`src/rtl/mp64_uart_ctrl_pkg.sv`:
```
// mp64_uart_ctrl_pkg: UART register map, status bit positions and controller FSM encodings.
package mp64_uart_ctrl_pkg;
  localparam logic [3:0] UART_TX      = 4'h0;
  localparam logic [3:0] UART_RX      = 4'h4;
  localparam logic [3:0] UART_STATUS  = 4'h8;
  localparam logic [3:0] UART_CONTROL = 4'hC;
  localparam int ST_TX_READY = 0;
  localparam int ST_RX_AVAIL = 1;
  localparam logic [3:0] S_IDLE   = 4'd0;
  localparam logic [3:0] S_GAP    = 4'd1;
  localparam logic [3:0] S_POLL   = 4'd2;
  localparam logic [3:0] S_POLL_W = 4'd3;
  localparam logic [3:0] S_TX_WR  = 4'd4;
  localparam logic [3:0] S_TX_W   = 4'd5;
  localparam logic [3:0] S_RX_RD  = 4'd6;
  localparam logic [3:0] S_RX_W   = 4'd7;
  localparam logic [3:0] S_CFG_WR = 4'd8;
  localparam logic [3:0] S_CFG_W  = 4'd9;
endpackage

```
`src/rtl/mp64_uart_ctrl.sv`:
```
// mp64_uart_ctrl: polls a UART over MMIO, feeds it from two round-robin TX sources,
// drains received bytes to a sink and issues CONTROL writes on request.
module mp64_uart_ctrl
  import mp64_uart_ctrl_pkg::*;
#(
  parameter int POLL_GAP    = 8,
  parameter int ACK_TIMEOUT = 15
) (
  input  logic       clk,
  input  logic       rst_n,
  input  logic       s0_valid,
  input  logic [7:0] s0_data,
  output logic       s0_ready,
  input  logic       s1_valid,
  input  logic [7:0] s1_data,
  output logic       s1_ready,
  output logic       rx_valid,
  output logic [7:0] rx_data,
  input  logic       rx_ready,
  input  logic       cfg_we,
  input  logic [7:0] cfg_data,
  output logic       u_req,
  output logic       u_wen,
  output logic [3:0] u_addr,
  output logic [7:0] u_wdata,
  input  logic [7:0] u_rdata,
  input  logic       u_ack,
  output logic       busy,
  output logic       err,
  input  logic       err_clr
);
  logic [3:0]  r_state;
  logic [3:0]  w_next;
  logic [15:0] r_cnt;
  logic        r_cfg_pend;
  logic [7:0]  r_cfg_val;
  logic        r_last;
  logic        r_grant;
  logic        r_rx_valid;
  logic [7:0]  r_rx_data;
  logic        r_err;
  logic        w_wait;
  logic        w_to;
  logic        w_any;
  logic        w_pick;
  logic        w_cfg_pend;
  logic        w_count;
  assign w_wait = r_state == S_POLL_W || r_state == S_TX_W || r_state == S_RX_W || r_state == S_CFG_W;
  assign w_to = w_wait && !u_ack && r_cnt == 16'(ACK_TIMEOUT - 1);
  assign w_any = s0_valid | s1_valid;
  // r_last=1 means s1 was served last, so a tie goes to s0
  assign w_pick = (s0_valid & s1_valid) ? ~r_last : s1_valid;
  // a cfg_we arriving in IDLE is honoured the same cycle, ahead of any poll
  assign w_cfg_pend = r_cfg_pend | cfg_we;
  assign w_count = w_wait || r_state == S_GAP;
  always_comb begin
    w_next = r_state;
    case (r_state)
      S_IDLE:   w_next = w_cfg_pend ? S_CFG_WR : (w_any | ~r_rx_valid) ? S_POLL : S_IDLE;
      S_GAP:    w_next = (cfg_we || r_cnt == 16'(POLL_GAP - 1)) ? S_IDLE : S_GAP;
      S_POLL:   w_next = S_POLL_W;
      S_POLL_W: w_next = u_ack ? ((u_rdata[ST_RX_AVAIL] & ~r_rx_valid) ? S_RX_RD :
                                  (u_rdata[ST_TX_READY] & w_any) ? S_TX_WR : S_GAP) :
                         w_to ? S_IDLE : S_POLL_W;
      S_TX_WR:  w_next = S_TX_W;
      S_RX_RD:  w_next = S_RX_W;
      S_CFG_WR: w_next = S_CFG_W;
      S_TX_W, S_RX_W, S_CFG_W: w_next = (u_ack | w_to) ? S_IDLE : r_state;
      default:  w_next = S_IDLE;
    endcase
  end
  always_ff @(posedge clk or negedge rst_n) begin
    if (!rst_n) begin
      r_state    <= S_IDLE;
      r_cnt      <= '0;
      r_cfg_pend <= 1'b0;
      r_cfg_val  <= '0;
      r_last     <= 1'b1;
      r_grant    <= 1'b0;
      r_rx_valid <= 1'b0;
      r_rx_data  <= '0;
      r_err      <= 1'b0;
    end else begin
      r_state    <= w_next;
      r_cnt      <= (w_count && w_next == r_state) ? r_cnt + 16'd1 : '0;
      r_cfg_pend <= cfg_we | (r_cfg_pend & ~(r_state == S_CFG_W && u_ack));
      r_rx_valid <= (r_state == S_RX_W && u_ack) | (r_rx_valid & ~rx_ready);
      r_err      <= w_to | (r_err & ~err_clr);
      if (cfg_we) r_cfg_val <= cfg_data;
      if (r_state == S_POLL_W && u_ack) r_grant <= w_pick;
      if (r_state == S_TX_WR) r_last <= r_grant;
      if (r_state == S_RX_W && u_ack) r_rx_data <= u_rdata;
    end
  end
  assign u_req = r_state == S_POLL || r_state == S_TX_WR || r_state == S_RX_RD || r_state == S_CFG_WR;
  assign u_wen = r_state == S_TX_WR || r_state == S_CFG_WR;
  assign u_addr = r_state == S_POLL   ? UART_STATUS :
                  r_state == S_TX_WR  ? UART_TX :
                  r_state == S_RX_RD  ? UART_RX :
                  r_state == S_CFG_WR ? UART_CONTROL : 4'h0;
  assign u_wdata = r_state == S_TX_WR  ? (r_grant ? s1_data : s0_data) :
                   r_state == S_CFG_WR ? r_cfg_val : 8'h00;
  assign s0_ready = r_state == S_TX_WR && !r_grant;
  assign s1_ready = r_state == S_TX_WR && r_grant;
  assign busy = !(r_state == S_IDLE || r_state == S_GAP);
  assign rx_valid = r_rx_valid;
  assign rx_data = r_rx_data;
  assign err = r_err;
endmodule

```
`config.mk`:
```
export PLATFORM = sky130hd
export DESIGN_NAME = mp64_uart_ctrl
export DESIGN_NICKNAME = d
export VERILOG_FILES = /design/src/rtl/mp64_uart_ctrl_pkg.sv /design/src/rtl/mp64_uart_ctrl.sv
export SDC_FILE = /design/constraint.sdc
export NUM_CORES = 1
export LEC_CHECK = 0
export CAP_MARGIN = 20
export CORE_MARGIN = 4
export CORE_UTILIZATION = 43
export DETAILED_ROUTE_END_ITERATION = 10
export GPL_TIMING_DRIVEN = 1
export PLACE_DENSITY = 0.76
export SLEW_MARGIN = 20
export SYNTH_ARGS = -nofsm -noshare
export SYNTH_HDL_FRONTEND = slang
export SYNTH_SLANG_ARGS = --single-unit
export TNS_END_PERCENT = 10
```
`constraint.sdc`:
```
create_clock -name clk -period 1.7 [get_ports clk]
set_input_delay 0.255 -clock clk [delete_from_list [all_inputs] [get_ports clk]]
set_output_delay 0.255 -clock clk [all_outputs]
set_load 0.01 [all_outputs]
```
==> flow_metrics.py <==
metrics = {
    "run_status": {
        "status": "complete, but fails checks",
        "violations": "setup timing",
    },
    "detailed_routing": {
        "drtPass1Iterations": 4,
        "avgViaCountPerCell": 5.27,
        "drc": 0,
        "drtAntennaViolNets": 0,
        "wl_mm": 6.59,
        "drtIter0Drc": 60,
        "wl_per_cell_um": 15.6,
        "vias": 2222,
    },
    "grt": {
        "met2_usage": 0.362,
        "grt_max_degree": 24,
        "busiest_layer": "met2",
        "grt_pass1_vias": 2295,
        "grtUsageMet3": 0.0362,
        "antenna_found_initial": 0,
        "gr-total-overflow": 0,
        "grt_first_pass_wirelength_mm": 10.9,
        "met1_usage": 0.264,
        "grt.total_usage": 0.210,
    },
    "synth": {
        "synth_edf_count": 0,
        "synthTopCellsByCount": "dfrtp_1 (40), o21ai_0 (19), a211oi_1 (17)",
        "netlist_top_cells_area": "dfrtp_1 (43%), mux2_2 (7.7%), a211oi_1 (5.4%)",
        "yosys.area.top_type_share": 0.427,
        "synth-async-reset-ratio": 1.00,
        "syn_inst": 231,
        "synth_seq_cells": 41,
        "ys_seq_area_frac": 0.438,
        "yosys.area.top_type": "dfrtp_1",
        "ys.flop_type": "dfrtp_1",
        "ys_types": 48,
        "synth_area_per_cell_sq_um": 10.2,
        "yosys.cell_count.top_type": "dfrtp_1",
        "synth_area_sq_um": 2350,
        "ys_warn_count": 0,
    },
    "cts": {
        "clk_latency_ns": 0.30,
        "cts_buffer_depth": 2,
        "cts_max_level": 2,
        "cts_tree": "built",
        "cts.sinks": 41,
        "clockRootBuffer": "clkbuf_8",
        "numCtsBuffers": 5,
        "path_clk_slew_ns": 0.08,
    },
    "sta": {
        "finalWorstSetupSlack_ns": -0.312,
        "clock_skew_ns": 0.00916,
        "finalCriticalPeriod_ns": 2.01,
        "fin_tns_setup_ns": -5.23,
        "min_period_over_period": 1.18,
        "report.final.setup_viol": 33,
        "rsz0062_at_grt": "true",
        "hold_viol": 0,
        "max_freq_mhz": 497,
        "final_max_slew_viol_count": 0,
    },
    "cells_and_area": {
        "nFillCells": 384,
        "drive_gt1_frac": 0.403,
        "stdcell_area_sq_um": 3760,
        "utilization": 0.723,
        "fin_nets": 393,
        "diodes": 0,
        "syn_to_final_growth_pct": 60.3,
    },
    "run": {
        "maxCapViolCount": 0,
    },
    "floorplan": {
        "start_util": 0.451,
        "fp.dieH_um": 81.9,
        "die_w_um": 81.9,
        "ios": 67,
        "num_rows": 26,
        "die_area_sq_um": 6700,
        "core_sq_um": 5200,
    },
    "setup_path": {
        "critical_path.slowest_cell": "or4_4",
        "crit_path_cell_trace": "or4_4, buf_4, o21ai_2, buf_2",
        "crit_fanout": 5,
        "critPathCaptureType": "output port",
        "cp-start-kind": "flip-flop",
        "slowest_delay_ns": 0.60,
        "required_ns": 1.44,
        "arrival_ns": 1.76,
        "rrSetupSlack_ns": -0.18,
        "crit_buf_inv": 2,
        "cp_top_family": "simple AND/OR/NAND/NOR gates",
        "crit_type": "flip-flop to output port",
    },
    "pwr": {
        "ir_drop_v": 0.000802,
        "p_total_mw": 3.98,
        "p_per_area_nw_per_um2": 1060,
        "power_leakage_nw": 1.60,
    },
    "placed_design": {
        "portBuffers": 64,
        "hpwl_mm": 4.53,
        "placed_area_sq_um": 3380,
        "globalplace.congestion": 0.807,
    },
    "worst_hold_path": {
        "hold_path.class": "input pin to async pin",
    },
}
==> power breakdown <==
group / total, mW / internal [mW] / switching, mW
sequential: 1.21 / 1.08 / 0.130
combinational: 2.15 / 1.13 / 1.02
clock: 0.617 / 0.285 / 0.332
==> layout by cell type (no fill, tap or decap), types with 2 or more instances in the layout <==
cell type,synthesis,layout
a211oi_1,17,10
buf_6,1,19
nor3b_1,3,3
a211oi_2,0,7
buf_4,4,41
buf_2,5,14
xor2_1,2,2
nor2_4,0,2
clkdlybuf4s50_1,0,48
dfrtp_1,40,40
nand3_1,7,6
mux2i_1,8,8
nor3_1,7,6
nor2b_1,3,2
clkinv_2,0,2
o31a_1,2,2
xnor2_1,13,12
nand4_1,3,3
o21ai_2,0,9
ha_1,2,2
or4_4,0,2
nand2b_1,4,4
buf_12,0,3
o21ai_0,19,10
nor2_1,9,7
nand2_1,16,12
a21oi_1,3,2
mux2_2,16,16
conb_1,1,2
nand4_2,2,2
inv_1,9,8
nand2_2,0,3
nor4_1,7,6
clkbuf_8,0,5
==> worst register-to-register path, stage by stage (launching register included) <==
cell      delay (ns)
dfrtp_1         0.42
buf_4           0.15
buf_6           0.13
or3_4           0.38
buf_4           0.16
nand3_4         0.07
buf_6           0.11
o21ai_1         0.06
a211oi_1        0.29
==> cell type report <==
class | instances | area, sq um | share of cell area
sequential | 41 | 1030 | 0.273
tap | 70 | 87.6 | 0.0233
multi-input combinational | 167 | 1380 | 0.366
clock buffer | 6 | 72.6 | 0.0193
clock inverter | 2 | 10.0 | 0.00266
timing repair buffer | 127 | 1150 | 0.307
inverter | 9 | 33.8 | 0.00898
==> through the flow <==
step                      cells  setup slack (ns)  hold slack [ns]
final                       422            -0.312            0.441
after global routing        422            -0.373            0.486
after CTS                   421            -0.318            0.450
after detailed placement    394            -0.405            0.236
after global placement      394            -0.342            0.228
after floorplan             232          -0.00793          -0.0406
==> cell families after synthesis <==
logic type                 after synthesis  share of synthesized area
buffers and inverters                   25                     0.0523
adders and majority gates                2                     0.0107
and+or+nand+nor                         73                      0.185
xor gates and xnor gates                15                     0.0560
muxes                                   24                      0.111
other                                    1                    0.00160
DFF                                     41                      0.438
AOI/OAI and AO/OA                       50                      0.146
==> worst paths after layout <==
path	to	from	cells after the start
setup / recovery	u_wdata[7]	r_state[1]$_DFF_PN0_	4
hold / removal	r_cnt[11]$_DFF_PN0_	rst_n	2
setup reg to reg	r_state[1]$_DFF_PN0_	r_state[2]$_DFF_PN0_	8
hold reg to reg	rx_data[7]$_DFFE_PN0P_	rx_data[7]$_DFFE_PN0P_	1
max in group asynchronous	r_last$_DFFE_PN1P_	rst_n	3
min in group clk	rx_data[7]$_DFFE_PN0P_	rx_data[7]$_DFFE_PN0P_	1
==> metal layers <==
layer,vias to the layer above,share of wire
met5,-,0
li1,1085,-
met4,0,0.015
met1,1066,0.42
met3,10,0.060
met2,61,0.50
==> state kept, by name, indices dropped and copies added (netlist names) <==
register    count
r_state         4
rx_valid        1
err             1
r_grant         1
r_cfg_pend      1
r_last          1
r_cfg_val       8
rx_data         8
r_cnt          16
==> repair_timing <==
item                       CTS  global route
hold endpoints to repair    18             0
hold buffers                 1             0
setup endpoints to repair   34            43
setup buffers               17             1
gates resized for setup     96            15
pin swaps                   17             5
gates cloned                 1             0
(Power assumes the default switching activity.)
